==> config.mk <==
export PLATFORM = sky130hd
export DESIGN_NAME = arb_mux_flat
export DESIGN_NICKNAME = d
export VERILOG_FILES = /design/src/rtl/arb_mux_if.sv /design/src/rtl/arb_mux.sv /design/src/flat_wrapper.sv
export SDC_FILE = /design/constraint.sdc
export NUM_CORES = 1
export LEC_CHECK = 0
export CORE_ASPECT_RATIO = 0.7
export CORE_MARGIN = 10
export CORE_UTILIZATION = 33
export DETAILED_ROUTE_END_ITERATION = 16
export GPL_TIMING_DRIVEN = 0
export HOLD_SLACK_MARGIN = 0.08
export PLACE_DENSITY = 0.75
export SLEW_MARGIN = 20
export SYNTH_ARGS = -nofsm -noshare
export SYNTH_HDL_FRONTEND = slang
export SYNTH_SLANG_ARGS = --single-unit
==> constraint.sdc <==
create_clock -name clk -period 3.4 [get_ports clk]
set_input_delay 0.51 -clock clk [delete_from_list [all_inputs] [get_ports clk]]
set_output_delay 0.51 -clock clk [all_outputs]
set_load 0.01 [all_outputs]
==> src/rtl/arb_mux_if.sv <==
// Handshake bundle for arb_mux: N request channels in, one registered word out.
// The master drives requests and the consumer ready; the slave is the mux itself.
interface arb_mux_if #(
   parameter int unsigned WIDTH = 32,
   parameter int unsigned N     = 4,
   parameter int unsigned SELW  = $clog2(N)
) ();
   logic [N-1:0]       in_valid;
   logic [N*WIDTH-1:0] in_data;
   logic [N-1:0]       in_ready;
   logic               rr_en;
   logic [SELW-1:0]    sel;
   logic               out_valid;
   logic [WIDTH-1:0]   out_data;
   logic [SELW-1:0]    out_src;
   logic               out_ready;

   modport master (
      output in_valid, in_data, rr_en, sel, out_ready,
      input  in_ready, out_valid, out_data, out_src
   );

   modport slave (
      input  in_valid, in_data, rr_en, sel, out_ready,
      output in_ready, out_valid, out_data, out_src
   );
endinterface

==> src/rtl/arb_mux.sv <==
// N-input registered mux with valid/ready on every side; selects either by a
// fixed index or by round-robin across requesting channels. Holds one word.
module arb_mux #(
   parameter int unsigned WIDTH = 32,
   parameter int unsigned N     = 4
) (
   input logic      clk,
   input logic      rst,
   arb_mux_if.slave bus
);
   localparam int unsigned SELW = $clog2(N);

   typedef enum logic {EMPTY = 1'b0, FULL = 1'b1} state_e;

   state_e           state_q, state_d;
   logic [WIDTH-1:0] out_data_q, out_data_d;
   logic [SELW-1:0]  out_src_q, out_src_d;
   logic [SELW-1:0]  ptr_q, ptr_d;

   logic             load;
   logic             granted;
   logic             xfer;
   logic [SELW-1:0]  grant;
   logic [SELW-1:0]  idx;
   logic [WIDTH-1:0] ch_data [N];

   for (genvar g = 0; g < N; g++) begin : g_unpack
      assign ch_data[g] = bus.in_data[g*WIDTH +: WIDTH];
   end

   // Register can take a word when empty or when it drains this cycle.
   assign load = (state_q == EMPTY) || bus.out_ready;

   // Grant selection; an out-of-range sel matches no channel, so it never aliases.
   always_comb begin
      granted = 1'b0;
      grant   = '0;
      idx     = '0;
      if (bus.rr_en) begin
         for (int unsigned k = 1; k <= N; k++) begin
            idx = SELW'((32'(ptr_q) + k) % N);
            if (!granted && bus.in_valid[idx]) begin
               granted = 1'b1;
               grant   = idx;
            end
         end
      end else begin
         for (int unsigned i = 0; i < N; i++) begin
            if (bus.sel == SELW'(i) && bus.in_valid[SELW'(i)]) begin
               granted = 1'b1;
               grant   = SELW'(i);
            end
         end
      end
   end

   assign xfer         = load && granted && !rst;
   assign bus.in_ready = xfer ? (N'(1) << grant) : '0;

   // Next state and datapath updates.
   always_comb begin
      state_d    = state_q;
      out_data_d = out_data_q;
      out_src_d  = out_src_q;
      ptr_d      = ptr_q;
      case (state_q)
         EMPTY:   if (xfer) state_d = FULL;
         FULL:    if (bus.out_ready && !xfer) state_d = EMPTY;
         default: state_d = EMPTY;
      endcase
      if (xfer) begin
         out_data_d = ch_data[grant];
         out_src_d  = grant;
         if (bus.rr_en) ptr_d = grant;
      end
   end

   // ptr resets to the last channel so channel 0 is searched first.
   always_ff @(posedge clk or posedge rst) begin
      if (rst) begin
         state_q    <= EMPTY;
         out_data_q <= '0;
         out_src_q  <= '0;
         ptr_q      <= SELW'(N - 1);
      end else begin
         state_q    <= state_d;
         out_data_q <= out_data_d;
         out_src_q  <= out_src_d;
         ptr_q      <= ptr_d;
      end
   end

   assign bus.out_valid = (state_q == FULL);
   assign bus.out_data  = out_data_q;
   assign bus.out_src   = out_src_q;
endmodule

==> src/flat_wrapper.sv <==
// flat-port wrapper written by rule: the top's interface ports become plain ports
module arb_mux_flat 
#(
   parameter int unsigned WIDTH = 32,
   parameter int unsigned N     = 4
)
  (clk, rst, bus_in_valid, bus_in_data, bus_rr_en, bus_sel, bus_out_ready, bus_in_ready, bus_out_valid, bus_out_data, bus_out_src);
  arb_mux_if #(.WIDTH(WIDTH), .N(N)) bus_i ();
  input logic clk;
  input logic rst;
  input wire logic [$bits(bus_i.in_valid)-1:0] bus_in_valid;
  input wire logic [$bits(bus_i.in_data)-1:0] bus_in_data;
  input wire logic [$bits(bus_i.rr_en)-1:0] bus_rr_en;
  input wire logic [$bits(bus_i.sel)-1:0] bus_sel;
  input wire logic [$bits(bus_i.out_ready)-1:0] bus_out_ready;
  output wire logic [$bits(bus_i.in_ready)-1:0] bus_in_ready;
  output wire logic [$bits(bus_i.out_valid)-1:0] bus_out_valid;
  output wire logic [$bits(bus_i.out_data)-1:0] bus_out_data;
  output wire logic [$bits(bus_i.out_src)-1:0] bus_out_src;
  assign bus_i.in_valid = bus_in_valid;
  assign bus_i.in_data = bus_in_data;
  assign bus_i.rr_en = bus_rr_en;
  assign bus_i.sel = bus_sel;
  assign bus_i.out_ready = bus_out_ready;
  assign bus_in_ready = bus_i.in_ready;
  assign bus_out_valid = bus_i.out_valid;
  assign bus_out_data = bus_i.out_data;
  assign bus_out_src = bus_i.out_src;
  arb_mux #(.WIDTH(WIDTH), .N(N)) u_core (.clk(clk), .rst(rst), .bus(bus_i));
endmodule
==> parameters.txt <==
Parameter                              Value

Power and ir drop
  Peak ir drop on the vdd network    389 uV
  Power density over the cells    562 nW/um^2
  Total design power    2.68 mW
  Static leakage    2.05 nW

Drt
  Wire length on met3    1570 um
  Length of the first detailed-routing pass in iterations    4
  Vias after detailed routing    3121
  Met2 WL post-DR    5160 um
  Antenna-violating nets left    0
  Avg WL per Cell    18.5 um
  Highest routing layer actually used    met4
  DRT met1 WL    4590 um
  Starting DRT DRC Count    143
  Detailed-route DRC error count    0
  Drt via density    5.03
  WL final    11400 um

Synth
  Leading post-synthesis cells by cell area    dfrtp_1 33%, nand2_1 19%, a311oi_2 16%
  Register area share after synthesis    34.9%
  Warnings from Yosys    0
  Area of the mapped netlist    2660 um^2
  Post-Syn Instances    332
  Top-area cell type share of the netlist area    32.9%
  Net count after synthesis    470
  Mean instance size in the synthesized netlist    8.02 um^2
  Number of distinct library cells after synthesis    38
  Flops & latches, synth    37
  EDFF count, synth    0
  Share of flip-flops with an asynchronous set or reset    100%
  Cell accounting for the most synthesized area    dfrtp_1
  Most used flip-flop cell after synthesis    dfrtp_1

Place
  Placement-stage cell area    4580 um^2
  Pre-CTS setup slack    -538 ps
  Post-detailed-placement half-perimeter wirelength    9130 um
  Port Buffer Count    176
  Global placement routability congestion    0.854
  Cell Count Post-Placement    610

Clock network
  Later-pin clock latency in the skew report    270 ps
  H-tree lvl count    2
  Clock Pin Slew Worst Setup and Hold Paths    50 ps
  Number of hold-repair buffers added at the cts stage    0
  Clk root buf    clkbuf_16
  Number of clock sinks    37
  Buffer levels on the longest clock path    2
  Clock tree from TritonCTS    yes
  Cts bufs inserted    5

Final layout
  Nets    657
  Design Area, Final    4760 um^2
  Final Non-Filler Cells    620
  Diodes inserted    0
  Share of layout cells above drive strength 1    13.9%
  Final core utilization    60.5%
  Area overhead of the layout relative to synthesis    78.9%

GRT
  Grt ovf    0
  Global routing usage summed across all routing layers    18.2%
  First-pass GRT wire length    17900 um
  Antenna violations before repair    0
  Maximum number of pins on one net before global-route repair    21
  Via count of the first global-routing pass    3389

Timing
  Hold violation count in the final report    0
  Hold WS    477 ps
  Least-Margin Pin Slew    549 ps
  Period utilisation layout    96.4%
  PnR worst setup slack    122 ps
  Achievable Freq    0.305 GHz
  Minimum clock period    3280 ps
  Slew Limit Fails    0
  Final Skew    3.74 ps
  RSZ-0062 raised after global routing    no
  Final number of setup-violating endpoints    0
  Final total negative setup slack    0 ps
  Max-Slew Margin vs Limit    62.9%

Critical path
  Buffers and inverters on the worst path    4
  Slowest Stage Delay on Critical Path    550 ps
  Endpoint class of the critical path    primary output
  Required time reported for the critical path endpoint    2890 ps
  Max Fanout on Critical Path    10
  Most Frequent Cell on Critical Path    buf_6
  Family with the most delay on the worst path    buffers and inverters
  Critical path, cell by cell    buf_6, or4bb_1, a31oi_2, o21a_2, buf_6, buf_4, and2_1, clkdlybuf4s50_1
  Startpoint type of the worst setup path    register
  Worst reg-to-reg setup slack    1000 ps
  Arrival time at the worst endpoint    2770 ps
  Slowest cell on the critical path    clkdlybuf4s50_1
  Setup Crit Path Kind    register to primary output

Floorplan
  Initial standard-cell utilization of the core    33.8%
  Die Outline Area    12100 um^2
  FP Rows    27
  Die height    95.2 um
  Ports placed on the boundary    177
  Placeable core region    7870 um^2
  Die span in x    127 um

Status
  Outcome    complete, no violations

Flow run
  Max-Cap Viols    0

Hold path
  Kind of path behind the tightest hold check    register to register
==> final timing paths <==
| check | start | to | depth (start not counted) |
|---|---|---|---|
| max | u_core.ptr_q[1] | bus_in_ready[3] | 8 |
| min | u_core.bus.out_src[0] | u_core.bus.out_src[0] | 1 |
| max reg2reg | u_core.ptr_q[1] | u_core.bus.out_data[14] | 10 |
| min reg2reg | u_core.bus.out_src[0] | u_core.bus.out_src[0] | 1 |
| max in group asynchronous | rst | u_core.ptr_q[0] | 3 |
| min in group asynchronous | rst | u_core.bus.out_data[28] | 2 |
==> kinds of logic (layout without fill, tap and decap cells) <==
logic type | Yosys count | after routing | synth area share, %
simple gates | 213 | 213 | 34.9
compound gates | 47 | 47 | 21.7
flops | 37 | 37 | 34.9
xor+xnor | 1 | 1 | 0.329
buf+inv | 28 | 215 | 5.73
mux | 6 | 6 | 2.44
==> repair_timing <==
item / in CTS / in global routing
setup endpoints to repair: 4 / 2
cloned: 0 / 0
pin swaps: 2 / 0
resized for setup: 11 / 1
endpoints found under the hold margin: 0 / 0
setup buffers: 2 / 1
==> power breakdown <==
group	internal (mW)	switching [mW]
registers	0.635	0.106
clock network	0.288	0.165
logic	0.801	0.682
total	1.72	0.953
==> layout by cell type, fill, tap and decap left out, drive strengths merged, types with 13 or more instances in the layout <==
master,netlist,final
a311oi,32,32
and3,32,32
buf,18,22
clkbuf,6,13
clkdlybuf4s50,0,171
dfrtp,35,35
nand2,132,132
nor2,33,33
==> cell type report <==
type                    count  area, um^2
clock buffers               7         143
repair buffers            180        1810
inverters                   4        17.5
plain buffers              24         146
flip-flops and latches     37         928
fillers                   735        3110
multi-input cells         267        1590
well taps                 101         126
==> Yosys cell counts, types with 3 or more instances <==
master	count
a311oi_2	29
clkbuf_1	6
buf_2	11
mux2_2	4
nor2_1	33
nor2b_1	3
nand2_1	132
and3_1	32
buf_4	5
dfrtp_1	35
a311oi_1	3
inv_1	4
==> worst register-to-register path: stages, from the launching register on <==
cell	delay (ps)
dfstp_2	520
buf_6	120
or4bb_1	490
a31oi_2	170
o21ai_1	130
buf_4	170
buf_4	160
buf_2	200
nand2_1	90
and3_1	170
a311oi_2	40
==> metal layers <==
metal  track usage (%)  vias up
met5                 0        -
met4              3.21        0
met3              10.3       10
met2              29.6      147
met1              20.8     1451
li1                  -     1513
==> state kept, by name, summed over array words and instances (netlist names) <==
signal,cells
u_core.bus.out_valid,1
u_core.ptr_q,2
u_core.bus.out_src,2
u_core.bus.out_data,32
No activity file was read; power rests on OpenSTA's default activity.
